==> src/rtl/mult_seq_pkg.sv <==
// Shared definitions for mult_seq and other initiators of the shared ALU:
// ALU control encodings, the multiplier state enum, and the ALU drive payload.
package mult_seq_pkg;

    localparam int unsigned DATA_W     = 32;
    localparam int unsigned CNT_BITS   = 6;
    localparam int unsigned GIN_W      = 3;
    localparam int unsigned SHAMT_W    = 5;
    localparam int unsigned ITERATIONS = 32;

    // ALU control line encodings
    localparam logic [GIN_W-1:0] ALU_AND = 3'b000;
    localparam logic [GIN_W-1:0] ALU_OR  = 3'b001;
    localparam logic [GIN_W-1:0] ALU_ADD = 3'b010;
    localparam logic [GIN_W-1:0] ALU_SRL = 3'b100;
    localparam logic [GIN_W-1:0] ALU_SUB = 3'b110;
    localparam logic [GIN_W-1:0] ALU_SLT = 3'b111;

    typedef enum logic [1:0] {
        IDLE  = 2'd0,
        CHECK = 2'd1,
        RUN   = 2'd2,
        DONE  = 2'd3
    } state_t;

    // Operand/control payload driven onto the shared ALU
    typedef struct packed {
        logic [GIN_W-1:0]  gin;
        logic [DATA_W-1:0] a;
        logic [DATA_W-1:0] b;
    } alu_drv_t;

    localparam alu_drv_t ALU_DRV_IDLE = '{gin: ALU_ADD, a: '0, b: '0};

endpackage

==> src/rtl/mult_seq.sv <==
// mult_seq: iterative 32x32 unsigned shift-add multiplier that borrows the
// shared combinational ALU for its additions.
//
// Ports:
//   clk, rst_n            clock, async active-low reset
//   req_valid/req_ready   request handshake (ready only in IDLE)
//   mcand, mplier         operands, sampled on accept
//   done                  one-cycle pulse, product valid
//   busy                  high from CHECK through DONE
//   prod_hi, prod_lo      64-bit product, held from DONE until next accept
//   alu_a/alu_b/alu_gin   ALU operand and control drive
//   alu_shamt             ALU shift amount, tied to zero
//   alu_sum, alu_zout     ALU result and zero flag
module mult_seq
    import mult_seq_pkg::*;
#(
    parameter int unsigned WIDTH = DATA_W,
    parameter int unsigned CNT_W = CNT_BITS
) (
    input  logic               clk,
    input  logic               rst_n,
    input  logic               req_valid,
    output logic               req_ready,
    input  logic [WIDTH-1:0]   mcand,
    input  logic [WIDTH-1:0]   mplier,
    output logic               done,
    output logic               busy,
    output logic [WIDTH-1:0]   prod_hi,
    output logic [WIDTH-1:0]   prod_lo,
    output logic [WIDTH-1:0]   alu_a,
    output logic [WIDTH-1:0]   alu_b,
    output logic [GIN_W-1:0]   alu_gin,
    output logic [SHAMT_W-1:0] alu_shamt,
    input  logic [WIDTH-1:0]   alu_sum,
    input  logic               alu_zout
);

    localparam logic [CNT_W-1:0] LAST_CNT = CNT_W'(ITERATIONS - 1);

    state_t           state, state_nxt;
    logic [CNT_W-1:0] cnt, cnt_nxt;
    logic [WIDTH-1:0] mcand_r, mcand_nxt;
    logic [WIDTH-1:0] prod_hi_nxt, prod_lo_nxt;
    logic             done_nxt, busy_nxt, req_ready_nxt;
    logic             carry;
    alu_drv_t         alu_r, alu_nxt;

    // Next-state, datapath and ALU-drive computation
    always_comb begin
        state_nxt   = state;
        cnt_nxt     = cnt;
        mcand_nxt   = mcand_r;
        prod_hi_nxt = prod_hi;
        prod_lo_nxt = prod_lo;
        carry       = 1'b0;

        case (state)
            IDLE: begin
                if (req_valid) begin
                    mcand_nxt   = mcand;
                    prod_hi_nxt = '0;
                    prod_lo_nxt = mplier;
                    cnt_nxt     = '0;
                    state_nxt   = CHECK;
                end
            end
            CHECK: begin
                // ALU is ORing the multiplier with zero: zero flag means 0 product
                if (alu_zout) begin
                    prod_hi_nxt = '0;
                    prod_lo_nxt = '0;
                    state_nxt   = DONE;
                end else begin
                    state_nxt   = RUN;
                end
            end
            RUN: begin
                // ALU drops the carry-out; a wrapped sum is smaller than its addend
                carry       = (alu_sum < prod_hi);
                prod_hi_nxt = {carry, alu_sum[WIDTH-1:1]};
                prod_lo_nxt = {alu_sum[0], prod_lo[WIDTH-1:1]};
                cnt_nxt     = cnt + CNT_W'(1);
                if (cnt == LAST_CNT) begin
                    state_nxt = DONE;
                end
            end
            DONE: begin
                state_nxt = IDLE;
            end
            default: begin
                state_nxt = IDLE;
            end
        endcase

        done_nxt      = (state_nxt == DONE);
        busy_nxt      = (state_nxt != IDLE);
        req_ready_nxt = (state_nxt == IDLE);

        // ALU drive is registered, so it is derived from the upcoming state
        alu_nxt = ALU_DRV_IDLE;
        case (state_nxt)
            CHECK: begin
                alu_nxt.gin = ALU_OR;
                alu_nxt.a   = prod_lo_nxt;
                alu_nxt.b   = '0;
            end
            RUN: begin
                alu_nxt.gin = ALU_ADD;
                alu_nxt.a   = prod_hi_nxt;
                alu_nxt.b   = prod_lo_nxt[0] ? mcand_nxt : '0;
            end
            default: begin
                alu_nxt = ALU_DRV_IDLE;
            end
        endcase
    end

    // State and output registers
    always_ff @(posedge clk or negedge rst_n) begin
        if (!rst_n) begin
            state     <= IDLE;
            cnt       <= '0;
            mcand_r   <= '0;
            prod_hi   <= '0;
            prod_lo   <= '0;
            done      <= 1'b0;
            busy      <= 1'b0;
            req_ready <= 1'b1;
            alu_r     <= ALU_DRV_IDLE;
        end else begin
            state     <= state_nxt;
            cnt       <= cnt_nxt;
            mcand_r   <= mcand_nxt;
            prod_hi   <= prod_hi_nxt;
            prod_lo   <= prod_lo_nxt;
            done      <= done_nxt;
            busy      <= busy_nxt;
            req_ready <= req_ready_nxt;
            alu_r     <= alu_nxt;
        end
    end

    assign alu_a     = alu_r.a;
    assign alu_b     = alu_r.b;
    assign alu_gin   = alu_r.gin;
    assign alu_shamt = '0;

endmodule

==> config.mk <==
export PLATFORM = sky130hd
export DESIGN_NAME = mult_seq
export DESIGN_NICKNAME = d
export VERILOG_FILES = /design/src/rtl/mult_seq_pkg.sv /design/src/rtl/mult_seq.sv
export SDC_FILE = /design/constraint.sdc
export NUM_CORES = 1
export LEC_CHECK = 0
export BUFFER_PORTS_ARGS = -buffer_cell sky130_fd_sc_hd__buf_4
export CELL_PAD_IN_SITES_DETAIL_PLACEMENT = 1
export CELL_PAD_IN_SITES_GLOBAL_PLACEMENT = 1
export CORE_MARGIN = 2
export CORE_UTILIZATION = 35
export DETAILED_ROUTE_END_ITERATION = 12
export GPL_ROUTABILITY_DRIVEN = 1
export GPL_TIMING_DRIVEN = 0
export PLACE_DENSITY_LB_ADDON = 0.05
export SYNTH_ARGS = -nofsm -noshare
export SYNTH_HDL_FRONTEND = slang
export SYNTH_SLANG_ARGS = --single-unit
==> constraint.sdc <==
create_clock -name clk -period 2.6 [get_ports clk]
set_input_delay 0.26 -clock clk [delete_from_list [all_inputs] [get_ports clk]]
set_output_delay 0.26 -clock clk [all_outputs]
set_load 0.02 [all_outputs]
==> results of run 1 <==
## flip-flops by register name, indices dropped and copies added, names as in the netlist
signal,count
alu_a,32
alu_b,32
mcand_r,32
prod_hi,32
prod_lo,32
cnt,6
alu_gin,2
state,2
busy,1
done,1
req_ready,1
## metrics by stage
stage / total power (W) / TNS [ns] / setup WS, ns / hold slack, ns
4_1_cts: 0.0133 / 0 / 0.00673 / 0.0499
6_report: 0.0133 / 0 / 0.146 / 0.0719
3_5_place_dp: 0.0104 / -35.47 / -0.842 / 0.302
2_1_floorplan: 0.00770 / 0 / 0.0625 / -0.0356
3_3_place_gp: 0.0102 / -30.69 / -0.766 / 0.472
5_1_grt: 0.0142 / 0 / 0.00852 / 0.0556
## final timing paths
kind / to / start / depth (start not counted) / slack, ns
setup reg to reg: alu_a[4]$_DFF_PN0_ / cnt[0]$_DFFE_PN0P_ / 10 / 0.15
max in group asynchronous: alu_gin[1]$_DFF_PN1_ / rst_n / 3 / 1.30
hold / removal: mcand_r[10]$_DFF_PN0_ / mcand[10] / 2 / 0.07
min in group asynchronous: mcand_r[2]$_DFF_PN0_ / rst_n / 2 / 0.40
hold reg to reg: mcand_r[19]$_DFF_PN0_ / mcand_r[19]$_DFF_PN0_ / 1 / 0.49
setup / recovery: alu_a[4]$_DFF_PN0_ / cnt[0]$_DFFE_PN0P_ / 10 / 0.15
## per-layer routing
metal  vias up  GRT usage, %
li1       2683             -
met5         -             0
met2       164          36.6
met4         0          5.29
met1      2949          27.6
met3        18          5.18
## power by group through the flow
| stage | Clock [W] | Combinational [W] | Sequential, W |
|---|---|---|---|
| after floorplan | 0 | 0.00276 | 0.00493 |
| final | 0.00266 | 0.00646 | 0.00418 |
| after CTS | 0.00274 | 0.00643 | 0.00418 |
| after global routing | 0.00285 | 0.00706 | 0.00430 |
| after global placement | 0 | 0.00605 | 0.00418 |
| after detailed placement | 0 | 0.00622 | 0.00422 |
## cell families after synthesis
family                   after synthesis
flip-flops                           173
other                                  1
AND/OR/NAND/NOR                      115
buffers and inverters                112
XOR/XNOR                               1
adder cells (fa/ha/maj)               41
AO/OA/AOI/OAI                        141
multiplexers                          32
## area by class of cell
cell class	count	share of cell area (%)
flip-flops and latches	173	42.6
multi-input cells	337	25.3
repair buffers	235	17.6
clock buffers	17	4.18
well taps	270	3.32
inverters	73	2.69
plain buffers	37	2.52
clock inverters	15	1.86
## cell usage in the layout (no fill, tap or decap), types with 7 or more instances in the layout
master,synthesis,final
a22o_1,31,31
clkbuf_1,17,7
and3_1,32,32
nand2_1,49,49
buf_4,6,241
buf_2,10,10
ha_1,41,37
inv_1,73,72
a21oi_1,17,15
nor2_1,9,8
o21ai_0,19,17
o21ai_1,28,30
mux2_2,32,32
a222oi_1,30,30
dfrtp_1,171,171
clkbuf_16,0,17
## worst max-delay path: stages, from the launching register on
cell       delay [ns]
dfrtp_1          0.38
ha_2             0.20
nand3_1          0.12
or3b_2           0.50
a21oi_2          0.19
o2bb2ai_4        0.12
ha_4             0.31
and2_4           0.19
clkbuf_8         0.20
nand2_1          0.09
o21ai_1          0.08
## timing repair
action	CTS	global route
cloned	0	1
pin swaps	1	3
resized for setup	21	19
setup buffers	1	0
hold buffers	1	0
hold endpoints to repair	81	0
endpoints found under the setup margin	64	61
==> summary.md, run 1 <==
| Metric | Value |
|---|---|
| Drt drc | `0` |
| CTS max path bufs | `2` |
| First-pass GRT wire length | `36100 um` |
| Simple-gate share of the synthesized area | `7.87%` |
| Cells after Synth | `616` |
| Post-Synth XOR/XNOR Area | `0.120%` |
| Most frequent cells after synthesis | `171 x dfrtp_1, 73 x inv_1, 49 x nand2_1, 41 x ha_1` |
| Worst Path Arrival | `2.81 ns` |
| Placed insts | `1124` |
| Most numerous cell in the Yosys netlist | `dfrtp_1` |
| Main combinational cell family by area after synthesis | `compound AO/OA/AOI/OAI gates` |
| Fmax | `408 MHz` |
| Non-Filler Instances | `1157` |
| Worst Skew | `0.00765 ns` |
| Via count | `5814` |
| Leak | `5.36 nW` |
| HP Class | `input pin to flip-flop` |
| Final min period | `2.45 ns` |
| Final setup viols | `0` |
| Worst Max-Slew Pin Slew | `0.650 ns` |
| Worst Path Required | `2.95 ns` |
| Final critical-path share of the clock period | `94.4%` |
| Max Cap Viol | `0` |
| Area Growth Syn to Fin | `39.2%` |
| Status | `finished clean` |
| Tot GR Track Use | `21.5%` |
| Starting Density | `35.9%` |
| Synthesized area per cell | `11.9 um^2` |
| Clk_lat worst skew | `0.43 ns` |
| Initial antenna violation count | `0` |
| Die Area | `22100 um^2` |
| Iteration-0 DRC Markers | `352` |
| Compound-Gate Fraction of Synth Area | `14.0%` |
| Yosys top cell by area | `dfrtp_1` |
| Number of H-tree levels | `4` |
| Die Ht | `149 um` |
| Final Cell Area | `10200 um^2` |
| Count of different cell masters after synthesis | `39` |
| Clock sink count | `173` |
| Vias in the first global route | `6374` |
| Most area-consuming cells after synthesis | `dfrtp_1 59%, ha_1 7.0%, mux2_2 4.9%` |
| Slew margin rel. | `56.6%` |
| Multi-input logic area | `2570 um^2` |
| Routed wl met2 | `11500 um` |
| Critical path endpoint category | `flip-flop` |
| Clock power share | `20.0%` |
| # rows | `52` |
| TritonCTS clock tree | `yes` |
| RSZ-0062 raised after global routing | `no` |
| Clk pin slew, worst setup/hold paths | `0.07 ns` |
| Largest net degree at the start of global routing | `93` |
| Crit Path Category | `flip-flop to flip-flop` |
| Top cell type's share of synthesized area | `58.5%` |
| Net switching power | `0.00561 W` |
| DRT Pass-1 Iters | `7` |
| Syn Std Cell Area | `7310 um^2` |
| CP Launch Type | `flip-flop` |
| Post-synthesis adder-cell area fraction | `7.01%` |
| DR WL/cell | `19.9 um` |
| Seq/Total Area, Yosys | `59.2%` |
| Post-synth ARST share | `100%` |
| RD Place Congestion | `0.791` |
| Worst-path fanout max | `10` |
| Yosys Warn Count | `0` |
| Sequential cell area | `4330 um^2` |
| Root buf cell | `clkbuf_16` |
| Layout cell share with drive strength beyond 1 | `38.8%` |
| Nets@finish | `1015` |
| Internal power | `0.00769 W` |
| Slew Viols, Final | `0` |
| Placed Instance Area | `9450 um^2` |
| Final Hold Viols | `0` |
| Die Wd | `149 um` |
| Sw Ratio | `42.2%` |
| Total gr overflow | `0` |
| ANT nets after route | `0` |
| Cell Pwr Density | `1310 nW/um^2` |
| Routed WL | `23000 um` |
| Max VDD drop | `0.502 mV` |
| Main synth FF type | `dfrtp_1` |
| I/O pins | `239` |
| Mux share of post-synthesis cell area | `4.93%` |
| Metal3 WL | `1270 um` |
| Filler Cell Count | `2196` |
| # port buffers | `232` |
| Final Util | `50.0%` |
| #FFs+latches synth | `173` |
| Antenna cells | `0` |
| Core footprint | `20400 um^2` |
| Vias per cell | `5.03` |
| Logic pwr share | `48.6%` |
| Top sig layer | `met4` |
| Hpwl dp | `17100 um` |
| Seq pwr share | `31.4%` |
| Post-synth EDFFs | `0` |
| Clock buffer count from CTS | `17` |
| Wire length on met1 | `10000 um` |
No activity file was read; power rests on OpenSTA's default activity.
==> run 2: changes to the inputs <==
--- a/config.mk
+++ b/config.mk
@@ -14,6 +14,7 @@
 export GPL_ROUTABILITY_DRIVEN = 1
 export GPL_TIMING_DRIVEN = 0
 export PLACE_DENSITY_LB_ADDON = 0.05
+export RECOVER_POWER = 100
 export SYNTH_ARGS = -nofsm -noshare
 export SYNTH_HDL_FRONTEND = slang
 export SYNTH_SLANG_ARGS = --single-unit
==> run 2 against run 1 <==
  * The flow now finishes with violations (capacitance limit, slew limit)
  * Global-route usage unchanged
  * Cell area down 5.1%
  * Clock-buffer cell count unchanged
  * Maximum frequency up 0.23%
  * Non-clock buffer count unchanged
  * Wire length about the same
  * Largest power group unchanged
  * Highest routed layer unchanged
==> summary.md, run 2 (synthesis results as in run 1) <==
| Metric | Value |
|---|---|
| Vias in the first global route | `6374 (unchanged)` |
| Cell Pwr Density | `1320 nW/um^2 (+0.79%)` |
| Layout cell share with drive strength beyond 1 | `23.6% (-15 points)` |
| Core footprint | `20400 um^2 (unchanged)` |
| Via count | `5805 (-0.15%)` |
| Worst-path fanout max | `10 (unchanged)` |
| Area Growth Syn to Fin | `32.1%` |
| CTS max path bufs | `2 (unchanged)` |
| Critical path endpoint category | `flip-flop` |
| Largest net degree at the start of global routing | `93 (unchanged)` |
| Filler Cell Count | `2283 (+4.0%)` |
| Most common cell after layout, fill and taps aside | `dfrtp_1` |
| Placed insts | `1124 (unchanged)` |
| Nets@finish | `1015 (unchanged)` |
| Hold Startpoint | `mcand[10]` |
| Worst Path Required | `2.96 ns (about the same)` |
| Final critical-path share of the clock period | `94.1% (-0.22 points)` |
| Fmax | `409 MHz (+0.23%)` |
| R2R setup slack | `0.15 ns (about the same)` |
| CP Launch Type | `flip-flop` |
| First-pass GRT wire length | `36100 um (unchanged)` |
| Reg-to-reg critical path startpoint | `cnt[0]$_DFFE_PN0P_` |
| Final min period | `2.45 ns (-0.00567 ns)` |
| Leak | `4.80 nW (-10%)` |
| Die Wd | `149 um (unchanged)` |
| ANT nets after route | `0 (unchanged)` |
| # port buffers | `232 (unchanged)` |
| TritonCTS clock tree | `yes` |
| Drt drc | `0 (unchanged)` |
| Non-Filler Instances | `1157 (unchanged)` |
| Tot GR Track Use | `21.5% (unchanged)` |
| Final setup viols | `0 (unchanged)` |
| Hpwl dp | `17100 um (unchanged)` |
| Final Hold Viols | `0 (unchanged)` |
| Most frequent cells in the layout | `171 x dfrtp_1, 140 x clkbuf_1, 108 x buf_4` |
| DR WL/cell | `19.9 um (about the same)` |
| Clk_lat worst skew | `0.43 ns (about the same)` |
| Worst Max-Slew Pin Slew | `1.90 ns (+1.25 ns)` |
| Slew Viols, Final | `82 (+82)` |
| Clk pin slew, worst setup/hold paths | `0.07 ns (about the same)` |
| Die Ht | `149 um (unchanged)` |
| HP Class | `input pin to flip-flop` |
| Initial antenna violation count | `0 (unchanged)` |
| Max VDD drop | `0.501 mV (-0.14%)` |
| Starting Density | `35.9% (unchanged)` |
| Final Util | `47.4% (-2.5 points)` |
| Max Cap Viol | `1 (+1)` |
| Iteration-0 DRC Markers | `324 (-8.0%)` |
| Root buf cell | `clkbuf_16` |
| Total gr overflow | `0 (unchanged)` |
| Vias per cell | `5.02 (-0.15%)` |
| # rows | `52 (unchanged)` |
| RD Place Congestion | `0.791 (unchanged)` |
| Antenna cells | `0 (unchanged)` |
| RSZ-0062 raised after global routing | `no` |
| Clock buffer count from CTS | `17 (unchanged)` |
| Worst Skew | `0.00850 ns (+0.000850 ns)` |
| Failing checks | `capacitance limit, slew limit` |
| Clock sink count | `173 (unchanged)` |
| Slew margin rel. | `-26.9% (-84 points)` |
| Crit path from | `cnt[0]$_DFFE_PN0P_` |
| Setup TNS Final | `0 ns (unchanged)` |
| Number of H-tree levels | `4 (unchanged)` |
| I/O pins | `239 (unchanged)` |
| Worst Path Arrival | `2.80 ns (about the same)` |
| Crit Path Category | `flip-flop to flip-flop` |
| Routed WL | `23000 um (about the same)` |
| Status | `finished with violations` |
| Die Area | `22100 um^2 (unchanged)` |
| DRT Pass-1 Iters | `7 (unchanged)` |
-- run 2: path summary, 6_finish.rpt --
check	endpoint	cells after the start
worst max-delay path	alu_a[4]$_DFF_PN0_	10
worst min-delay path	mcand_r[10]$_DFF_PN0_	2
worst max register to register	alu_a[4]$_DFF_PN0_	10
worst min register to register	mcand_r[19]$_DFF_PN0_	1
max in group asynchronous	alu_gin[1]$_DFF_PN1_	3
min in group asynchronous	mcand_r[2]$_DFF_PN0_	2
-- run 2: power breakdown --
group | internal, W | leakage, nW | switching, W
Clock | 0.00147 | 0.296 | 0.00119
Sequential | 0.00367 | 2.27 | 0.000484
Combinational | 0.00199 | 2.24 | 0.00391
-- run 2: cell type report --
class	count	area (um^2)	share of cell area [%]
sequential	173	4330	44.8
multi-input combinational	337	2570	26.6
timing repair buffer	235	1280	13.2
clock buffer	17	425	4.40
tap	270	338	3.50
inverter	73	274	2.84
buffer	37	256	2.66
clock inverter	15	189	1.96
-- run 2: timing repair --
item / 4_1_cts / 5_1_grt
hold buffers: 1 / 0
setup endpoints to repair: 64 / 61
cloned: 0 / 1
buffers inserted: 1 / 0
resized for setup: 21 / 19
hold endpoints to repair: 81 / 0
pin swaps: 1 / 3
-- run 2: critical path: stages (launching register included) --
cell and delay (ns):
dfrtp_1 0.38, ha_1 0.19, nand3_1 0.13, or3b_2 0.50
a21oi_2 0.19, o2bb2ai_4 0.12, ha_4 0.31, and2_4 0.19
clkbuf_8 0.20, nand2_1 0.09, o21ai_1 0.08
-- run 2: stage by stage --
stage	hold WS, ns	instance area [um^2]	setup slack (ns)	total power [W]
after floorplan	-0.0356	7330	0.0625	0.00770
after global placement	0.472	9410	-0.766	0.0102
after detailed placement	0.302	9450	-0.842	0.0104
after CTS	0.0499	10100	0.00673	0.0133
after global routing	0.0556	9660	0.00165	0.0136
final	0.0695	9660	0.152	0.0127
-- run 2: per-layer routing --
| metal | share of wire (%) | vias to the layer above | global-route usage [%] |
|---|---|---|---|
| li1 | - | 2680 | - |
| met1 | 44 | 2943 | 27.6 |
| met2 | 50 | 161 | 36.6 |
| met3 | 5.4 | 21 | 5.18 |
| met4 | 1.1 | 0 | 5.29 |
| met5 | 0 | - | 0 |
==> run 3: changes to the inputs <==
--- a/config.mk
+++ b/config.mk
@@ -15,6 +15,7 @@
 export GPL_TIMING_DRIVEN = 0
 export PLACE_DENSITY_LB_ADDON = 0.05
 export RECOVER_POWER = 100
+export SETUP_SLACK_MARGIN = 0.4
 export SYNTH_ARGS = -nofsm -noshare
 export SYNTH_HDL_FRONTEND = slang
 export SYNTH_SLANG_ARGS = --single-unit
==> run 3 against run 2 <==
  * First-iteration DRC count decreased by 6.5%
  * Critical path depth is 1 lower
  * The flow still finishes with violations (capacitance limit, slew limit)
  * Setup slack gained 0.060 ns
==> summary.md, run 3 (synthesis results as in run 1) <==
| Metric | Value |
|---|---|
| # port buffers | `232 (unchanged)` |
| Most common cell after layout, fill and taps aside | `dfrtp_1` |
| Slew margin rel. | `-14.9% (+12 points)` |
| Placed insts | `1124 (unchanged)` |
| Placed Instance Area | `9510 um^2 (+0.69%)` |
| DRT Pass-1 Iters | `7 (unchanged)` |
| Fmax | `419 MHz (+2.5%)` |
| Initial antenna violation count | `0 (unchanged)` |
| Tot GR Track Use | `22.4% (+0.92 points)` |
| Critical Path Max Stage Delay | `0.48 ns (-0.02 ns)` |
| Hold-critical path depth | `2 (unchanged)` |
| First-pass GRT wire length | `37500 um (+3.7%)` |
| Routed WL | `24700 um (+7.4%)` |
| Die Ht | `149 um (unchanged)` |
| Max Cap Viol | `1 (unchanged)` |
| RSZ-0062 raised after global routing | `yes` |
| Leak | `5.09 nW (+6.0%)` |
| Vias per cell | `5.05 (+0.70%)` |
| I/O pins | `239 (unchanged)` |
| # rows | `52 (unchanged)` |
| Die Wd | `149 um (unchanged)` |
| Final Cell Area | `10200 um^2 (+5.4%)` |
| Slew Viols, Final | `64 (-22%)` |
| Clock buffer count from CTS | `17 (unchanged)` |
| Antenna cells | `0 (unchanged)` |
| Failing checks | `capacitance limit, slew limit` |
| Crit path cell chain | `inv_4 > ha_1 > buf_6 > nor2b_4 > a211o_1 > buf_8 > clkbuf_1 > a222oi_1 > o21ai_0` |
| Clock sink count | `173 (unchanged)` |
| Clk_lat worst skew | `0.43 ns (about the same)` |
| R2R depth | `9 (-1)` |
| Critical path endpoint category | `flip-flop` |
| Most frequent cells in the layout | `170 x dfrtp_1, 145 x clkbuf_1, 120 x buf_4` |
| CP Launch Type | `flip-flop` |
| Final critical-path share of the clock period | `91.8% (-2.3 points)` |
| RD Place Congestion | `0.771 (-2.5%)` |
| Worst R2R End | `alu_a[18]$_DFF_PN0_` |
| Max VDD drop | `0.778 mV (+55%)` |
| Worst Path Required | `2.91 ns (-0.05 ns)` |
| Hpwl dp | `17300 um (+1.1%)` |
| Core footprint | `20400 um^2 (unchanged)` |
| Clk pin slew, worst setup/hold paths | `0.08 ns (about the same)` |
| Hold Crit Endpoint | `mcand_r[19]$_DFF_PN0_` |
| Via count | `5997 (+3.3%)` |
| Number of H-tree levels | `4 (unchanged)` |
| ANT nets after route | `0 (unchanged)` |
| Worst Skew | `0.0117 ns (+0.00318 ns)` |
| Largest net degree at the start of global routing | `111 (+19%)` |
| HP Class | `input pin to flip-flop` |
| Final setup viols | `0 (unchanged)` |
| TritonCTS clock tree | `yes` |
| Status | `finished with violations` |
| Slowest-stage cell, CP | `a222oi_1` |
| Final Util | `50.0% (+2.6 points)` |
| Drt drc | `0 (unchanged)` |
| Final Hold Viols | `0 (unchanged)` |
| Total gr overflow | `0 (unchanged)` |
| Setup TNS Final | `0 ns (unchanged)` |
| Worst-path fanout max | `7 (-3)` |
| Cell Pwr Density | `1380 nW/um^2 (+4.6%)` |
| DR WL/cell | `20.8 um (+4.6%)` |
| Non-Filler Instances | `1187 (+2.6%)` |
| Hold Startpoint | `mcand[19]` |
| Nets@finish | `1045 (+3.0%)` |
| Iteration-0 DRC Markers | `303 (-6.5%)` |
| Crit Path Category | `flip-flop to flip-flop` |
| Worst Path Arrival | `2.69 ns (-0.11 ns)` |
| CTS max path bufs | `2 (unchanged)` |
| Root buf cell | `clkbuf_16` |
| Die Area | `22100 um^2 (unchanged)` |
| Area Growth Syn to Fin | `39.3%` |
| R2R setup slack | `0.21 ns (+0.06 ns)` |
| Starting Density | `35.9% (unchanged)` |
| Reg-to-reg critical path startpoint | `state[0]$_DFF_PN0_` |
| Worst Max-Slew Pin Slew | `1.72 ns (-0.181 ns)` |
| Power Total | `0.0140 W (+10%)` |
| Vias in the first global route | `6539 (+2.6%)` |
| Final min period | `2.39 ns (-0.0603 ns)` |
| Layout cell share with drive strength beyond 1 | `27.9% (+4.4 points)` |
run 3: cell type report:
| type | count | area, um^2 |
|---|---|---|
| Buffer | 39 | 355 |
| Clock buffer | 17 | 425 |
| Clock inverter | 15 | 168 |
| Fill cell | 2264 | 10200 |
| Inverter | 73 | 280 |
| Multi-Input combinational cell | 336 | 2780 |
| Sequential cell | 173 | 4330 |
| Tap cell | 270 | 338 |
| Timing Repair Buffer | 264 | 1510 |
run 3: critical path: cells and delay by family, from the launching register on:
kind	cells	cell delay, ns
fa+ha+maj	1	0.22
buf+inv	4	0.56
flops	1	0.45
simple gates	1	0.13
compound gates	3	0.90
run 3: where the power goes:
group / switching (W) / internal (W)
clock: 0.00127 / 0.00130
combinational: 0.00451 / 0.00278
sequential: 0.000495 / 0.00367
run 3: how the worst max path moves through the flow:
| stage | from | to | cells past startpoint |
|---|---|---|---|
| 2_1_floorplan | cnt[0]$_DFFE_PN0P_ | alu_a[0]$_DFF_PN0_ | 10 |
| 3_3_place_gp | state[0]$_DFF_PN0_ | alu_a[20]$_DFF_PN0_ | 11 |
| 3_5_place_dp | state[0]$_DFF_PN0_ | alu_a[10]$_DFF_PN0_ | 11 |
| 4_1_cts | cnt[1]$_DFFE_PN0P_ | alu_a[0]$_DFF_PN0_ | 10 |
| 5_1_grt | state[1]$_DFF_PN0_ | alu_b[19]$_DFF_PN0_ | 9 |
| 6_report | state[0]$_DFF_PN0_ | alu_a[18]$_DFF_PN0_ | 9 |
run 3: timing repair:
item,in CTS,in global routing
hold buffers,1,0
setup endpoints to repair,95,95
cloned,5,2
pin swaps,10,20
endpoints found under the hold margin,63,0
buffers inserted,11,12
gates resized for setup,69,43
run 3: through the flow:
step	worst slack, ns	hold WS, ns
after global routing	0.117	0.0604
after detailed placement	-0.236	0.245
after floorplan	0.402	-0.0356
after CTS	0.310	0.0595
after global placement	-0.129	0.472
final	0.212	0.0620
run 3: routing by layer:
layer  vias to the layer above  track usage, %  wire length (um)
met2                       178            39.2             12500
met1                      3038            28.3             10600
li1                       2754               -                 -
met5                         -               0                 0
met3                        27            5.06              1290
met4                         0            5.19               408
